### src/rtl/seq_normalizer.sv
// Multi-cycle normalizer: strips leading (dir=0) or trailing (dir=1) zeros one binary
// stage per clock, largest stage first, and reports the total shift applied.
module seq_normalizer #(
   parameter int NUM_STAGE = 3
) (
   input  logic                     clk,
   input  logic                     rst_n,
   input  logic                     in_valid,
   output logic                     in_ready,
   input  logic [2**NUM_STAGE-1:0]  data_in,
   input  logic                     dir,
   output logic                     out_valid,
   input  logic                     out_ready,
   output logic [2**NUM_STAGE-1:0]  data_out,
   output logic [NUM_STAGE-1:0]     shift_amt,
   output logic                     zero
);

   localparam int W  = 2**NUM_STAGE;
   localparam int KW = (NUM_STAGE > 1) ? $clog2(NUM_STAGE) : 1;

   typedef enum logic [1:0] {IDLE, SHIFT, DONE} state_t;

   state_t                 state, state_nxt;
   logic [W-1:0]           work, work_nxt;
   logic [NUM_STAGE-1:0]   amt, amt_nxt;
   logic [KW-1:0]          k, k_nxt;
   logic                   dir_q, dir_nxt;
   logic                   zero_q, zero_nxt;
   logic [W-1:0]           hi_part, lo_part;
   int unsigned            span;

   always_ff @(posedge clk or negedge rst_n) begin
      if (!rst_n) begin
         state  <= IDLE;
         work   <= '0;
         amt    <= '0;
         k      <= KW'(NUM_STAGE - 1);
         dir_q  <= 1'b0;
         zero_q <= 1'b0;
      end else begin
         state  <= state_nxt;
         work   <= work_nxt;
         amt    <= amt_nxt;
         k      <= k_nxt;
         dir_q  <= dir_nxt;
         zero_q <= zero_nxt;
      end
   end

   always_comb begin
      state_nxt = state;
      work_nxt  = work;
      amt_nxt   = amt;
      k_nxt     = k;
      dir_nxt   = dir_q;
      zero_nxt  = zero_q;
      // hi_part/lo_part keep only the 2**k bits tested by the current stage
      span      = 32'd1 << k;
      hi_part   = work >> (W - span);
      lo_part   = work << (W - span);
      case (state)
         IDLE: begin
            if (in_valid && in_ready) begin
               work_nxt  = data_in;
               dir_nxt   = dir;
               amt_nxt   = '0;
               k_nxt     = KW'(NUM_STAGE - 1);
               zero_nxt  = (data_in == '0);
               state_nxt = SHIFT;
            end
         end
         SHIFT: begin
            if (!dir_q && (hi_part == '0)) begin
               work_nxt   = work << span;
               amt_nxt[k] = 1'b1;
            end else if (dir_q && (lo_part == '0)) begin
               work_nxt   = work >> span;
               amt_nxt[k] = 1'b1;
            end
            if (k == '0) state_nxt = DONE;
            else         k_nxt     = k - KW'(1);
         end
         DONE: begin
            if (out_ready) state_nxt = IDLE;
         end
         default: state_nxt = IDLE;
      endcase
   end

   assign in_ready  = (state == IDLE);
   assign out_valid = (state == DONE);
   assign data_out  = work;
   assign shift_amt = amt;
   assign zero      = zero_q;

endmodule

### config.mk
export PLATFORM = sky130hd
export DESIGN_NAME = seq_normalizer
export DESIGN_NICKNAME = d
export VERILOG_FILES = /design/src/rtl/seq_normalizer.sv
export SDC_FILE = /design/constraint.sdc
export NUM_CORES = 1
export LEC_CHECK = 0
export CAP_MARGIN = 20
export CORE_MARGIN = 4
export CORE_UTILIZATION = 35
export DETAILED_ROUTE_END_ITERATION = 8
export GPL_TIMING_DRIVEN = 1
export PLACE_DENSITY = 0.68
export SYNTH_ARGS = -nofsm -noshare
export SYNTH_HDL_FRONTEND = slang
export SYNTH_SLANG_ARGS = --single-unit
### constraint.sdc
create_clock -name clk -period 2.4 [get_ports clk]
set_clock_uncertainty 0.05 [all_clocks]
set_input_delay 0.48 -clock clk [delete_from_list [all_inputs] [get_ports clk]]
set_output_delay 0.48 -clock clk [all_outputs]
set_load 0.05 [all_outputs]
==> results.txt <==
The later-pin clock latency in the skew report is 260 ps. The share of layout cells above drive strength 1 came out at 28.6%. The leakage power figure came out at 0.930 nW.

The synthesized design contains 0 enable-type register cells. Yosys attributes the largest share of cell area to sky130_fd_sc_hd__dfrtp_1, sky130_fd_sc_hd__a21oi_1, sky130_fd_sc_hd__nor2_1. The detailed router's first-iteration violation count came out at between 200 and 250.

The number of buffers and inverters on the critical path is 2. The sum of overflow across all layers after global routing is 0. Setup repair after global routing could not meet its margin everywhere.

In the post-route analysis, the smallest setup slack over all paths is -49.1 ps. The areal power density over the cells came out at 1700 nW/µm². CTS placed an instance of sky130_fd_sc_hd__clkbuf_8 at the clock tree root. The max-slew violation count came out at 0. The total of max-cap violations is 0. The number of clock buffers added by TritonCTS is 3. In this run the mean area of a mapped cell was roughly 9.1 µm². The internal portion of the total power is 1.99 mW. In this run the vertical extent of the chip is 77.8 µm. The post-synthesis cell area is between 1500 and 2000 µm². In the final design database the tool counted 253 nets. The register share of total power is roughly 16%.

The total global routing track utilization is 17.2%. Across the whole layout, storage elements account for 427 µm². The CTS sink count came out at 17. Sequential cells were found to cover 25.1% of the synthesized design area.

The number of hold violations in the final report came out at 0. The gate count of the mapped netlist is 187. The path type of the worst setup path is register to register. The net switching share of the total power came out at 50.4%.

The top cell type's share of synthesized area came out at about a quarter. The sum of net half-perimeters after detailed placement is between 3000 and 4000 µm. The worst supply voltage drop on vdd came out at approximately 0.89 mV. Clock-pin slew was measured on the worst setup and hold paths at 70 ps. The standard cell area after detailed placement came out at 2180 µm². Entering global routing, the biggest net connects 18 pins. The number of antenna violations at the first check in global routing is 0. The growth of design area from synthesis to finish came out at 38.4%. The worst hold slack across all endpoints came out at 431 ps. The distinct cell type count after synthesis came out at 64. In this run the worst path has a maximum fanout of 5.

The initial standard-cell utilization of the core is 36.1%. For the final routed database, the setup TNS stands at -174 ps. The area of the die came out at 6050 µm². The x dimension of the die is 77.8 µm. In the final routed layout, each cell accounts on average for 16.8 µm. The post-detailed-route via-to-cell ratio is 5.71.

The predominant post-synthesis flop cell is sky130_fd_sc_hd__dfrtp_1. At the pin with the least slew margin, the transition time is around 500 ps. 27 I/O pins were placed. The count of unresolved DRC violations after routing is 0. The headroom to the max-slew limit came out at between 60% and 70%.

The highest attainable clock frequency is 0.408 GHz. The data required time at the worst endpoint is 2490 ps. The H-tree depth came out at 1.

Setup violations remaining at the end of the flow were counted as 4. The clock network accounts for 5.7% of the total power. The wire length of the first global-routing pass came out at ~8400 µm. The worst path arrival time came out at 2540 ps. The startpoint kind of the worst setup timing path is a register. The checks that failed: negative setup slack. The total of flip-flops plus latches after synthesis is 17.

In this design, the largest share of critical-path delay is due to compound AO/OA/AOI/OAI gates. TritonCTS built the clock tree. The Yosys warning count is 0. The detailed-route via count came out at 1719. The region available for standard cell placement spans between 4000 and 5000 µm². The filler cell count in the final layout came out at 440. The path class of the tightest hold or removal check is register to register. The largest stage delay on the critical path came out at 560 ps. The via count of the first global-routing pass came out at ~1600. The count of port buffers added during placement came out at 26. After clock tree synthesis, the flow added hold-fix buffers numbering 0. The number of core rows is 25.

The detailed-routing iteration count for the pre-antenna-repair pass is 4. The library cells used most frequently in the layout, excluding fill and tap cells, are sky130_fd_sc_hd__buf_4, sky130_fd_sc_hd__clkdlybuf4s50_1, sky130_fd_sc_hd__nor2_1. The time the final worst path needs with I/O delays and setup came out at 2450 ps. The final worst-path cycle share is 102%.

The maximum buffer depth of the clock tree came out at 2. The number of antenna repair diodes came out at 0. The post-synthesis net count is roughly 210. The last weighted congestion value of the routability-driven placer came out at a little under 1. The worst slack at placement is -89.1 ps. After routing the design area is between 2000 and 2500 µm².

The cell type contributing the most total cell area after synthesis is sky130_fd_sc_hd__dfrtp_1. The final wirelength is 5050 µm. The run finished, with violations left. The number of nets still failing antenna checks after routing is 0. STA classifies the critical path endpoint as a register.

Counting flops with an async set or reset pin after synthesis yields a share of 100%. Among all stages on the critical path, the largest delay is contributed by sky130_fd_sc_hd__dfstp_2. Of the total power, combinational logic draws between 70 and 80%. The most common cell after layout, fill and taps aside is sky130_fd_sc_hd__buf_4. Summed over all nets, the switching power comes to approximately 2.0 mW. In the final layout, the multi-input gates occupy about 1200 µm². The critical path goes through inv_4, ha_4, buf_8, nor3_2, o21ai_1, a311o_1, a21oi_4, or2_4, mux2_4.
## cells in the mapped netlist (5+ instances only)
library cell,instances
sky130_fd_sc_hd__nor2_1,18
sky130_fd_sc_hd__ha_1,5
sky130_fd_sc_hd__nand2_1,11
sky130_fd_sc_hd__a2bb2oi_1,5
sky130_fd_sc_hd__buf_2,8
sky130_fd_sc_hd__o21ai_0,7
sky130_fd_sc_hd__a21oi_1,16
sky130_fd_sc_hd__clkbuf_1,7
sky130_fd_sc_hd__mux2i_1,6
sky130_fd_sc_hd__dfrtp_1,16
## power by group through the flow
stage	logic [mW]	clock network [mW]	registers, mW
after floorplan	1.84	0	0.812
after global placement	2.87	0	0.648
after detailed placement	2.89	0	0.651
after CTS	2.98	0.230	0.649
after global routing	3.36	0.244	0.681
final	3.13	0.228	0.655
## worst register-to-register path: stages, from the launching register on
cell and delay (ps):
sky130_fd_sc_hd__dfstp_2 560, sky130_fd_sc_hd__inv_4 50, sky130_fd_sc_hd__ha_4 180, sky130_fd_sc_hd__buf_8 130, sky130_fd_sc_hd__nor3_2 140, sky130_fd_sc_hd__o21ai_1 90
sky130_fd_sc_hd__a311o_1 420, sky130_fd_sc_hd__a21oi_4 230, sky130_fd_sc_hd__or2_4 180, sky130_fd_sc_hd__mux2_4 300
## final cells by class
cell class	count	area share [%]
clock inverters	1	0.318
inverters	4	0.743
flip-flops and latches	17	18.1
multi-input cells	147	52.0
clock buffers	3	1.75
repair buffers	62	23.6
well taps	67	3.56
## kinds of logic after synthesis
group,count (synthesis),synth area share (%)
AO/OA/AOI/OAI,63,29.0
adder cells (fa/ha/maj),5,3.67
flip-flops,17,25.1
XOR/XNOR,1,0.514
buffers and inverters,23,7.94
multiplexers,16,13.0
AND/OR/NAND/NOR,62,20.8
## worst paths after layout
check	start	end	slack [ps]	cells past startpoint
min in group asynchronous	rst_n	data_out[1]$_DFFE_PN0P_	490	2
max in group asynchronous	rst_n	k[1]$_DFFE_PN1P_	1550	2
worst min-delay path	zero$_DFFE_PN0P_	zero$_DFFE_PN0P_	430	2
worst max register to register	k[1]$_DFFE_PN1P_	data_out[3]$_DFFE_PN0P_	-50	9
worst max-delay path	k[1]$_DFFE_PN1P_	data_out[3]$_DFFE_PN0P_	-50	9
worst min register to register	zero$_DFFE_PN0P_	zero$_DFFE_PN0P_	430	2
## sequential cells by signal, indices dropped and copies added (netlist names)
signal,count
zero,1
dir_q,1
shift_amt,3
state,2
data_out,8
k,2
## metrics by stage
stage / util (%) / std cells / power, mW
finish: 49.9 / 301 / 4.01
global route: 49.9 / 301 / 4.29
CTS: 48.5 / 299 / 3.86
detailed placement: 46.2 / 293 / 3.54
global placement: 46.2 / 293 / 3.52
floorplan: - / 187 / 2.65
## per-layer routing
metal / GRT usage [%] / routed length, µm
met1: 24.8 / 2250
met2: 26.5 / 2360
met3: 3.83 / 370
met4: 3.20 / 71
met5: 0 / 0
## what timing repair did
action / 4_1_cts / 5_1_grt
pin swaps: 7 / 5
cloned: 0 / 1
setup buffers: 2 / 1
hold endpoints to repair: 0 / 0
setup endpoints to repair: 7 / 8
resized for setup: 9 / 7
Note: power is estimated with default switching activity, not from simulation.
